===== config.mk =====
export PLATFORM = sky130hd
export DESIGN_NAME = dshot_pwm_bridge_flat
export DESIGN_NICKNAME = d
export VERILOG_FILES = /design/src/rtl/dshot_pkg.sv /design/src/rtl/dshot_pwm_bridge_if.sv /design/src/rtl/dshot_rx_channel.sv /design/src/rtl/dshot_pwm_bridge.sv /design/src/flat_wrapper.sv
export SDC_FILE = /design/constraint.sdc
export NUM_CORES = 1
export LEC_CHECK = 0
export ABC_AREA = 1
export CELL_PAD_IN_SITES_DETAIL_PLACEMENT = 0
export CELL_PAD_IN_SITES_GLOBAL_PLACEMENT = 1
export CORE_MARGIN = 4
export CORE_UTILIZATION = 48
export DETAILED_ROUTE_END_ITERATION = 7
export PLACE_DENSITY_LB_ADDON = 0.1
export SLEW_MARGIN = 5
export SYNTH_ARGS = -nofsm -noshare
export SYNTH_HDL_FRONTEND = slang
export SYNTH_SLANG_ARGS = --single-unit

===== constraint.sdc =====
create_clock -name clk -period 5.5 [get_ports clk]
set_input_delay 0.55 -clock clk [delete_from_list [all_inputs] [get_ports clk]]
set_output_delay 0.55 -clock clk [all_outputs]
set_load 0.05 [all_outputs]

===== src/rtl/dshot_pkg.sv =====
// Shared DShot frame constants, RX state encoding and the frame CRC helper.
package dshot_pkg;

    localparam int DSHOT_FRAME_BITS = 16;
    localparam int DSHOT_THR_MIN    = 48;
    localparam int THR_W            = 11;
    localparam int CRC_W            = 4;

    typedef enum logic [1:0] {
        IDLE  = 2'd0,
        HIGH  = 2'd1,
        LOW   = 2'd2,
        CHECK = 2'd3
    } rx_state_t;

    // XOR of the three nibbles of {throttle, telemetry}
    function automatic logic [CRC_W-1:0] dshot_crc(input logic [DSHOT_FRAME_BITS-1:0] f);
        logic [11:0] v;
        v = f[15:4];
        dshot_crc = v[3:0] ^ v[7:4] ^ v[11:8];
    endfunction

endpackage


===== src/rtl/dshot_pwm_bridge_if.sv =====
// Bus bundle between the flight-controller DShot pins and the PWM / blctrl consumers.
interface dshot_pwm_bridge_if #(
    parameter int NUM_CH  = 4,
    parameter int SPEED_W = 8
);
    logic [NUM_CH-1:0]         dshot_in;
    logic [NUM_CH-1:0]         pwm_out;
    logic [NUM_CH*SPEED_W-1:0] speed_flat;
    logic [NUM_CH-1:0]         frame_stb;
    logic [NUM_CH-1:0]         crc_err;
    logic [NUM_CH-1:0]         link_ok;

    modport master (
        output dshot_in,
        input  pwm_out, speed_flat, frame_stb, crc_err, link_ok
    );

    modport slave (
        input  dshot_in,
        output pwm_out, speed_flat, frame_stb, crc_err, link_ok
    );
endinterface


===== src/rtl/dshot_rx_channel.sv =====
// One DShot receiver: synchroniser, bit FSM, CRC, throttle-to-speed mapping and failsafe timer.
// CRC rejection only exists when DSHOT_CRC_CHECK_EN is defined; otherwise every full frame is accepted.
module dshot_rx_channel
    import dshot_pkg::*;
#(
    parameter int SPEED_W     = 8,
    parameter int BIT_CLK     = 106,
    parameter int TIMEOUT_CLK = 800000
) (
    input  logic               clk,
    input  logic               rst_n,
    input  logic               dshot_in,
    output logic [SPEED_W-1:0] speed,
    output logic               frame_stb,
    output logic               crc_err,
    output logic               link_ok
);

    localparam int HC_W = $clog2(2 * BIT_CLK + 2);
    localparam int TM_W = $clog2(TIMEOUT_CLK + 1);
    localparam int BC_W = $clog2(DSHOT_FRAME_BITS + 1);
    localparam logic [THR_W-1:0] SPD_MAX = THR_W'((1 << SPEED_W) - 1);

    logic [1:0]            sync_r;
    logic                  prev_r;
    rx_state_t             state_r;
    logic [HC_W-1:0]       hcnt_r;
    logic [BC_W-1:0]       bitcnt_r;
    logic [15:0]           shift_r;
    logic [TM_W-1:0]       timer_r;
    logic [SPEED_W-1:0]    speed_r;
    logic                  stb_r;
    logic                  err_r;
    logic                  link_r;

    logic                  line_s;
    logic                  rise_s;
    logic                  fall_s;
    logic                  bit_s;
    logic                  frame_ok_s;
    logic [THR_W-1:0]      thr_s;
    logic [THR_W-1:0]      thr_off_s;
    logic [THR_W-1:0]      scaled_s;
    logic [SPEED_W-1:0]    mapped_s;

    // Two-flop synchroniser plus delayed copy for edge detection
    always_ff @(posedge clk or negedge rst_n) begin
        if (!rst_n) begin
            sync_r <= 2'b00;
            prev_r <= 1'b0;
        end else begin
            sync_r <= {sync_r[0], dshot_in};
            prev_r <= sync_r[1];
        end
    end

    // Edge detect, bit decision, CRC verdict and speed mapping
    always_comb begin
        line_s    = sync_r[1];
        rise_s    = line_s & ~prev_r;
        fall_s    = ~line_s & prev_r;
        bit_s     = (hcnt_r >= HC_W'(BIT_CLK / 2));
        thr_s     = shift_r[15:5];
        thr_off_s = thr_s - THR_W'(DSHOT_THR_MIN);
        scaled_s  = thr_off_s >> (THR_W - SPEED_W);
`ifdef DSHOT_CRC_CHECK_EN
        frame_ok_s = (shift_r[3:0] == dshot_crc(shift_r));
`else
        frame_ok_s = 1'b1;
`endif
        mapped_s = '0;
        if (thr_s < THR_W'(DSHOT_THR_MIN)) begin
            mapped_s = '0;
        end else if (scaled_s > SPD_MAX) begin
            mapped_s = SPD_MAX[SPEED_W-1:0];
        end else begin
            mapped_s = scaled_s[SPEED_W-1:0];
        end
    end

    // RX FSM with failsafe timer and registered result outputs
    always_ff @(posedge clk or negedge rst_n) begin
        if (!rst_n) begin
            state_r  <= IDLE;
            hcnt_r   <= '0;
            bitcnt_r <= '0;
            shift_r  <= 16'h0000;
            timer_r  <= '0;
            speed_r  <= '0;
            stb_r    <= 1'b0;
            err_r    <= 1'b0;
            link_r   <= 1'b0;
        end else begin
            stb_r <= 1'b0;
            err_r <= 1'b0;
            // An accepted frame outranks expiry on the same cycle
            if (state_r == CHECK && frame_ok_s) begin
                timer_r <= TM_W'(TIMEOUT_CLK);
                link_r  <= 1'b1;
                speed_r <= mapped_s;
                stb_r   <= 1'b1;
            end else if (timer_r == '0) begin
                link_r  <= 1'b0;
                speed_r <= '0;
            end else begin
                timer_r <= timer_r - TM_W'(1);
            end
            if (state_r == CHECK && !frame_ok_s) begin
                err_r <= 1'b1;
            end

            case (state_r)
                IDLE: begin
                    bitcnt_r <= '0;
                    if (rise_s) begin
                        state_r <= HIGH;
                        hcnt_r  <= HC_W'(1);
                    end
                end
                HIGH: begin
                    if (fall_s) begin
                        shift_r  <= {shift_r[14:0], bit_s};
                        bitcnt_r <= bitcnt_r + BC_W'(1);
                        hcnt_r   <= '0;
                        state_r  <= (bitcnt_r == BC_W'(DSHOT_FRAME_BITS - 1)) ? CHECK : LOW;
                    end else if (hcnt_r > HC_W'(2 * BIT_CLK)) begin
                        state_r <= IDLE;
                    end else begin
                        hcnt_r <= hcnt_r + HC_W'(1);
                    end
                end
                LOW: begin
                    // hcnt_r doubles as the low-time counter here
                    if (bitcnt_r == BC_W'(DSHOT_FRAME_BITS)) begin
                        state_r <= CHECK;
                    end else if (rise_s) begin
                        state_r <= HIGH;
                        hcnt_r  <= HC_W'(1);
                    end else if (hcnt_r > HC_W'(2 * BIT_CLK)) begin
                        state_r <= IDLE;
                    end else begin
                        hcnt_r <= hcnt_r + HC_W'(1);
                    end
                end
                CHECK: begin
                    state_r  <= IDLE;
                    bitcnt_r <= '0;
                end
                default: begin
                    state_r <= IDLE;
                end
            endcase
        end
    end

    assign speed     = speed_r;
    assign frame_stb = stb_r;
    assign crc_err   = err_r;
    assign link_ok   = link_r;

endmodule


===== src/rtl/dshot_pwm_bridge.sv =====
// NUM_CH DShot receivers feeding ESC PWM outputs through a shared frame counter.
// Build option: DSHOT_CRC_CHECK_EN enables CRC rejection inside each receiver.
module dshot_pwm_bridge
    import dshot_pkg::*;
#(
    parameter int NUM_CH         = 4,
    parameter int SPEED_W        = 8,
    parameter int BIT_CLK        = 106,
    parameter int PWM_PERIOD_CLK = 40000,
    parameter int PWM_MIN_CLK    = 16000,
    parameter int PWM_STEP_CLK   = 64,
    parameter int TIMEOUT_CLK    = 800000
) (
    input logic               clk,
    input logic               rst_n,
    dshot_pwm_bridge_if.slave bus
);

    localparam int PW_W = $clog2(PWM_PERIOD_CLK + 1);

    if (PWM_MIN_CLK + ((1 << SPEED_W) - 1) * PWM_STEP_CLK > PWM_PERIOD_CLK) begin : g_pw_check
        $error("dshot_pwm_bridge: maximum pulse exceeds PWM_PERIOD_CLK");
    end

    logic [PW_W-1:0]           cnt_r;
    logic [PW_W-1:0]           pw_r     [NUM_CH];
    logic [PW_W-1:0]           pw_new_s [NUM_CH];
    logic [PW_W-1:0]           pw_sel_s [NUM_CH];
    logic [NUM_CH-1:0]         pwm_r;
    logic [NUM_CH-1:0]         stb_s;
    logic [NUM_CH-1:0]         err_s;
    logic [NUM_CH-1:0]         link_s;
    logic [NUM_CH*SPEED_W-1:0] speed_s;
    logic                      wrap_s;

    for (genvar g = 0; g < NUM_CH; g++) begin : g_ch
        dshot_rx_channel #(
            .SPEED_W     (SPEED_W),
            .BIT_CLK     (BIT_CLK),
            .TIMEOUT_CLK (TIMEOUT_CLK)
        ) u_rx (
            .clk       (clk),
            .rst_n     (rst_n),
            .dshot_in  (bus.dshot_in[g]),
            .speed     (speed_s[g*SPEED_W +: SPEED_W]),
            .frame_stb (stb_s[g]),
            .crc_err   (err_s[g]),
            .link_ok   (link_s[g])
        );
    end

    // New pulse widths are only adopted on the wrap cycle so a pulse is never cut or stretched
    always_comb begin
        wrap_s = (cnt_r == '0);
        for (int g = 0; g < NUM_CH; g++) begin
            pw_new_s[g] = PW_W'(PWM_MIN_CLK)
                        + PW_W'(speed_s[g*SPEED_W +: SPEED_W]) * PW_W'(PWM_STEP_CLK);
            pw_sel_s[g] = wrap_s ? pw_new_s[g] : pw_r[g];
        end
    end

    // Shared period counter, per-channel width latch and registered compare
    always_ff @(posedge clk or negedge rst_n) begin
        if (!rst_n) begin
            cnt_r <= '0;
            pwm_r <= '0;
            for (int g = 0; g < NUM_CH; g++) begin
                pw_r[g] <= '0;
            end
        end else begin
            cnt_r <= (cnt_r == PW_W'(PWM_PERIOD_CLK - 1)) ? '0 : cnt_r + PW_W'(1);
            for (int g = 0; g < NUM_CH; g++) begin
                if (wrap_s) begin
                    pw_r[g] <= pw_new_s[g];
                end
                pwm_r[g] <= (cnt_r < pw_sel_s[g]);
            end
        end
    end

    assign bus.pwm_out    = pwm_r;
    assign bus.speed_flat = speed_s;
    assign bus.frame_stb  = stb_s;
    assign bus.crc_err    = err_s;
    assign bus.link_ok    = link_s;

endmodule


===== src/flat_wrapper.sv =====
// flat-port wrapper written by rule: the top's interface ports become plain ports
module dshot_pwm_bridge_flat import dshot_pkg::*;
#(
    parameter int NUM_CH         = 4,
    parameter int SPEED_W        = 8,
    parameter int BIT_CLK        = 106,
    parameter int PWM_PERIOD_CLK = 40000,
    parameter int PWM_MIN_CLK    = 16000,
    parameter int PWM_STEP_CLK   = 64,
    parameter int TIMEOUT_CLK    = 800000
)
  (clk, rst_n, bus_dshot_in, bus_pwm_out, bus_speed_flat, bus_frame_stb, bus_crc_err, bus_link_ok);
  dshot_pwm_bridge_if #(.NUM_CH(NUM_CH), .SPEED_W(SPEED_W)) bus_i ();
  input logic clk;
  input logic rst_n;
  input wire logic [$bits(bus_i.dshot_in)-1:0] bus_dshot_in;
  output wire logic [$bits(bus_i.pwm_out)-1:0] bus_pwm_out;
  output wire logic [$bits(bus_i.speed_flat)-1:0] bus_speed_flat;
  output wire logic [$bits(bus_i.frame_stb)-1:0] bus_frame_stb;
  output wire logic [$bits(bus_i.crc_err)-1:0] bus_crc_err;
  output wire logic [$bits(bus_i.link_ok)-1:0] bus_link_ok;
  assign bus_i.dshot_in = bus_dshot_in;
  assign bus_pwm_out = bus_i.pwm_out;
  assign bus_speed_flat = bus_i.speed_flat;
  assign bus_frame_stb = bus_i.frame_stb;
  assign bus_crc_err = bus_i.crc_err;
  assign bus_link_ok = bus_i.link_ok;
  dshot_pwm_bridge #(.NUM_CH(NUM_CH), .SPEED_W(SPEED_W), .BIT_CLK(BIT_CLK), .PWM_PERIOD_CLK(PWM_PERIOD_CLK), .PWM_MIN_CLK(PWM_MIN_CLK), .PWM_STEP_CLK(PWM_STEP_CLK), .TIMEOUT_CLK(TIMEOUT_CLK)) u_core (.clk(clk), .rst_n(rst_n), .bus(bus_i));
endmodule

==> summary.md <==
| Metric | Value |
|---|---|
| Fmax achieved | around 0.3 GHz |
| Gr usage total | 19.5% |
| Rel. slew slack | between 20% and 30% |
| Number of buffers added by the clock tree synthesis step | 40 |
| TritonCTS clock tree | yes |
| Switching share of power | between 30% and 40% |
| Total Die Area | approximately 41,000 sq um |
| Data arrival time of the critical path | between 3000 and 4000 ps |
| Clock group share of total power | 32.3% |
| Fraction of final layout cells sized beyond drive strength 1 | 7.33% |
| Clock skew | roughly 8.2 ps |
| Required time worst endpoint | just under 6000 ps |
| Async set or reset register ratio after synthesis | 100% |
| Residual overflow from global routing | 0 |
| Crit path launch | u_core.cnt_r[1]$_DFF_PN0_ |
| Primary flip-flop cell chosen by synthesis mapping | sky130_fd_sc_hd__dfrtp_1 |
| I/O Buffers | between 40 and 50 |
| Sequential-to-total area share from yosys stat | between 40% and 50% |
| Final max-slew violation count | 0 |
| Post-Syn Area | 18,200 sq um |
| Largest net degree at the start of global routing | ~130 |
| Post-synth cell types | between 50 and 60 |
| Post-Syn Instances | approximately 2,200 |
| Most frequent cells in the layout | sky130_fd_sc_hd__nand2_1 (492), sky130_fd_sc_hd__inv_1 (348), sky130_fd_sc_hd__dfrtp_1 (340) |
| CTS Hold Bufs | 0 |
| Number of resized instances in the post-cts repair step | 0 |
| Wire length per cell | about 14 um |
| Clock input transition at the sequential cells of the worst setup and hold paths | roughly 60 ps |
| Proportion of power drawn by combinational gates | roughly 28% |
| EDFF count, synth | 0 |
| Final nets | 2,397 |
| # diodes | 0 |
| Worst Setup Path Type | register to register |
| Ranking of synthesized cells by area | sky130_fd_sc_hd__dfrtp_1 (47%), sky130_fd_sc_hd__nand2_1 (10%), sky130_fd_sc_hd__ha_1 (7.8%) |
| Worst Tran Pin Value | 1060 ps |
| Maximum buffer depth of the clock tree | 3 |
| Startpoint of the lowest-slack register-to-register path | u_core.cnt_r[1]$_DFF_PN0_ |
| Number of maximum-capacitance violations | 0 |
| Post-layout utilization of the core | 54.9% |
| Cell at the root of the clock tree | sky130_fd_sc_hd__clkbuf_16 |
| Placer Congestion | a little under 0.9 |
| Post-CTS Setup Inserts | 0 |
| Total negative setup slack | 0 ps |
| Status | complete, no violations |
| Sink count of the clock tree | 340 |
| Element type at the critical path start | register |
| Overall via count from detail_route | between 10,000 and 15,000 |
| Initial core utilization | 48.5% |
| Sequential cell fraction of total power | between 30% and 40% |
| Worst-Skew Late Latency | between 500 and 600 ps |
| Final non-filler cell total | approximately 2,800 |
| Crit path capture type | register |
| Switching Power | between 0.003 and 0.004 W |
| Initial antenna violation count | 0 |
| Vias per inst | around 5.0 |
| Worst min path class | input pin to async pin |
| Most common cell after layout, fill and taps aside | sky130_fd_sc_hd__nand2_1 |
| Hold Vio Cnt, Final | 0 |
| Syn Area/Cell | 8.22 sq um |
| Count of endpoints failing setup in the final report | 0 |
| Number of cell rows | just over 70 |
| Number of levels in the clock H-tree | 2 |
| Leakage power of the design | 10.3 nW |
| Vias in the first global route | between 10,000 and 15,000 |
| DRC violations left | 0 |
| Worst-case hold slack | 103 ps |
| Total of flip-flops plus latches after synthesis | 340 |
| Number of violations reported at the end of detailed-routing iteration 0 | 800 |
| Antenna Violating Nets Remaining | 0 |
| Maximum vdd drop | ~230 uV |
| Final cycle utilization of the critical path | slightly below 60% |
| Internal Dissipation | 0.00566 W |
| Setup repair after global routing missed its margin | false |
| Routed Wire Length | roughly 39 mm |
| Chip width | between 200 and 250 um |
| I/O Pins | between 50 and 60 |
| Warnings from Yosys | 0 |
| HPWL after detailed placement | around 28 mm |
| Synth top area share | 46.7% |
| Drt first pass iters | 5 |
| Standard cell core area | between 30,000 and 40,000 sq um |
| Area growth from synthesis to final layout | 13.2% |
| Top cell type by total area after synthesis | sky130_fd_sc_hd__dfrtp_1 |
| Placed insts | between 2,000 and 3,000 |
| Maximum net fanout on the critical path | 29 |
| Y dimension of the die | just over 200 um |
| Wire length of the first global-routing pass | between 60 and 70 mm |
| Minimum clock period after layout | 3260 ps |
| Power Dens Cells | approximately 420 nW/um^2 |
-- kinds of logic after synthesis --
group                    Yosys count  share of synthesized area [%]
buffers and inverters            403                           8.71
other                              1                         0.0206
AO/OA/AOI/OAI                    328                           10.4
flip-flops                       340                           46.7
AND/OR/NAND/NOR                  964                           23.2
adder cells (fa/ha/maj)          114                           7.82
XOR/XNOR                          68                           3.27
-- power groups by stage --
stage                     combinational, W  clock [W]  sequential [W]
final                              0.00249    0.00283         0.00343
after global placement             0.00247          0         0.00345
after global routing               0.00290    0.00303         0.00351
after floorplan                    0.00197          0         0.00336
after detailed placement           0.00250          0         0.00346
after CTS                          0.00251    0.00293         0.00343
-- critical path, stage by stage (launching register included) --
cell and delay [ps]:
sky130_fd_sc_hd__dfrtp_1 480, sky130_fd_sc_hd__inv_1 80, sky130_fd_sc_hd__ha_1 210, sky130_fd_sc_hd__nand3_1 110, sky130_fd_sc_hd__nor2_1 50, sky130_fd_sc_hd__nand2_1 60
sky130_fd_sc_hd__clkinv_1 630, sky130_fd_sc_hd__or2_2 580, sky130_fd_sc_hd__o21ai_2 80, sky130_fd_sc_hd__ha_1 260, sky130_fd_sc_hd__a21oi_1 140, sky130_fd_sc_hd__nor2_1 60
sky130_fd_sc_hd__a211oi_1 180, sky130_fd_sc_hd__o221ai_1 140, sky130_fd_sc_hd__a21oi_1 120
-- path summary, 6_finish.rpt --
check | to | slack, ps | cells after the start
hold / removal | u_core.g_ch[0].u_rx.hcnt_r[0]$_DFFE_PN0P_ | 100 | 1
min in group clk | u_core.g_ch[2].u_rx.sync_r[1]$_DFF_PN0_ | 350 | 0
setup reg to reg | u_core.bus.pwm_out[1]$_DFF_PN0_ | 2240 | 14
hold reg to reg | u_core.g_ch[2].u_rx.sync_r[1]$_DFF_PN0_ | 350 | 0
max in group asynchronous | u_core.pw_r[41]$_DFF_PN0_ | 4050 | 2
setup / recovery | u_core.bus.pwm_out[1]$_DFF_PN0_ | 2240 | 14
-- state kept, by name (all words and copies together) (netlist names) --
register / cells
u_core.g_ch.u_rx.link_ok: 4
u_core.g_ch.u_rx.speed: 32
u_core.g_ch.u_rx.frame_stb: 4
u_core.g_ch.u_rx.prev_r: 4
u_core.bus.pwm_out: 4
u_core.g_ch.u_rx.shift_r: 64
u_core.g_ch.u_rx.sync_r: 8
u_core.pw_r: 64
u_core.g_ch.u_rx.bitcnt_r: 20
u_core.g_ch.u_rx.timer_r: 80
u_core.g_ch.u_rx.hcnt_r: 32
u_core.g_ch.u_rx.state_r: 8
u_core.cnt_r: 16
-- routing by layer --
layer	up-vias	wire, um	part of all wire [%]	GRT usage [%]
li1	7245	-	-	-
met1	6667	18700	48	27.0
met2	178	17900	46	31.6
met3	55	1600	4.1	3.66
met4	0	763	2.0	5.26
met5	-	0	0	0
-- final cells by class --
class	instances	area [sq um]
Timing Repair Buffer	54	546
Fill cell	3542	16900
Clock buffer	59	1200
Tap cell	511	639
Sequential cell	340	8510
Multi-Input combinational cell	1478	8150
Inverter	363	1360
Clock inverter	13	223
-- stage by stage --
stage	setup slack [ps]	instance area (sq um)	power, W
floorplan	3050	18200	0.00533
global placement	2270	19200	0.00592
detailed placement	2160	19200	0.00596
CTS	2130	20600	0.00887
global route	1840	20600	0.00944
finish	2240	20600	0.00875
-- Yosys cell counts, types with 18 or more instances --
cell / n
sky130_fd_sc_hd__ha_1: 114
sky130_fd_sc_hd__nand3_1: 59
sky130_fd_sc_hd__xnor2_1: 19
sky130_fd_sc_hd__dfrtp_1: 340
sky130_fd_sc_hd__nor2_1: 234
sky130_fd_sc_hd__nand2_1: 492
sky130_fd_sc_hd__nor3_1: 58
sky130_fd_sc_hd__nand4_1: 26
sky130_fd_sc_hd__a21oi_1: 98
sky130_fd_sc_hd__inv_1: 348
sky130_fd_sc_hd__clkbuf_1: 18
sky130_fd_sc_hd__o21ai_0: 115
sky130_fd_sc_hd__o22ai_1: 32
sky130_fd_sc_hd__xor2_1: 49
No activity file was read; power rests on OpenSTA's default activity.
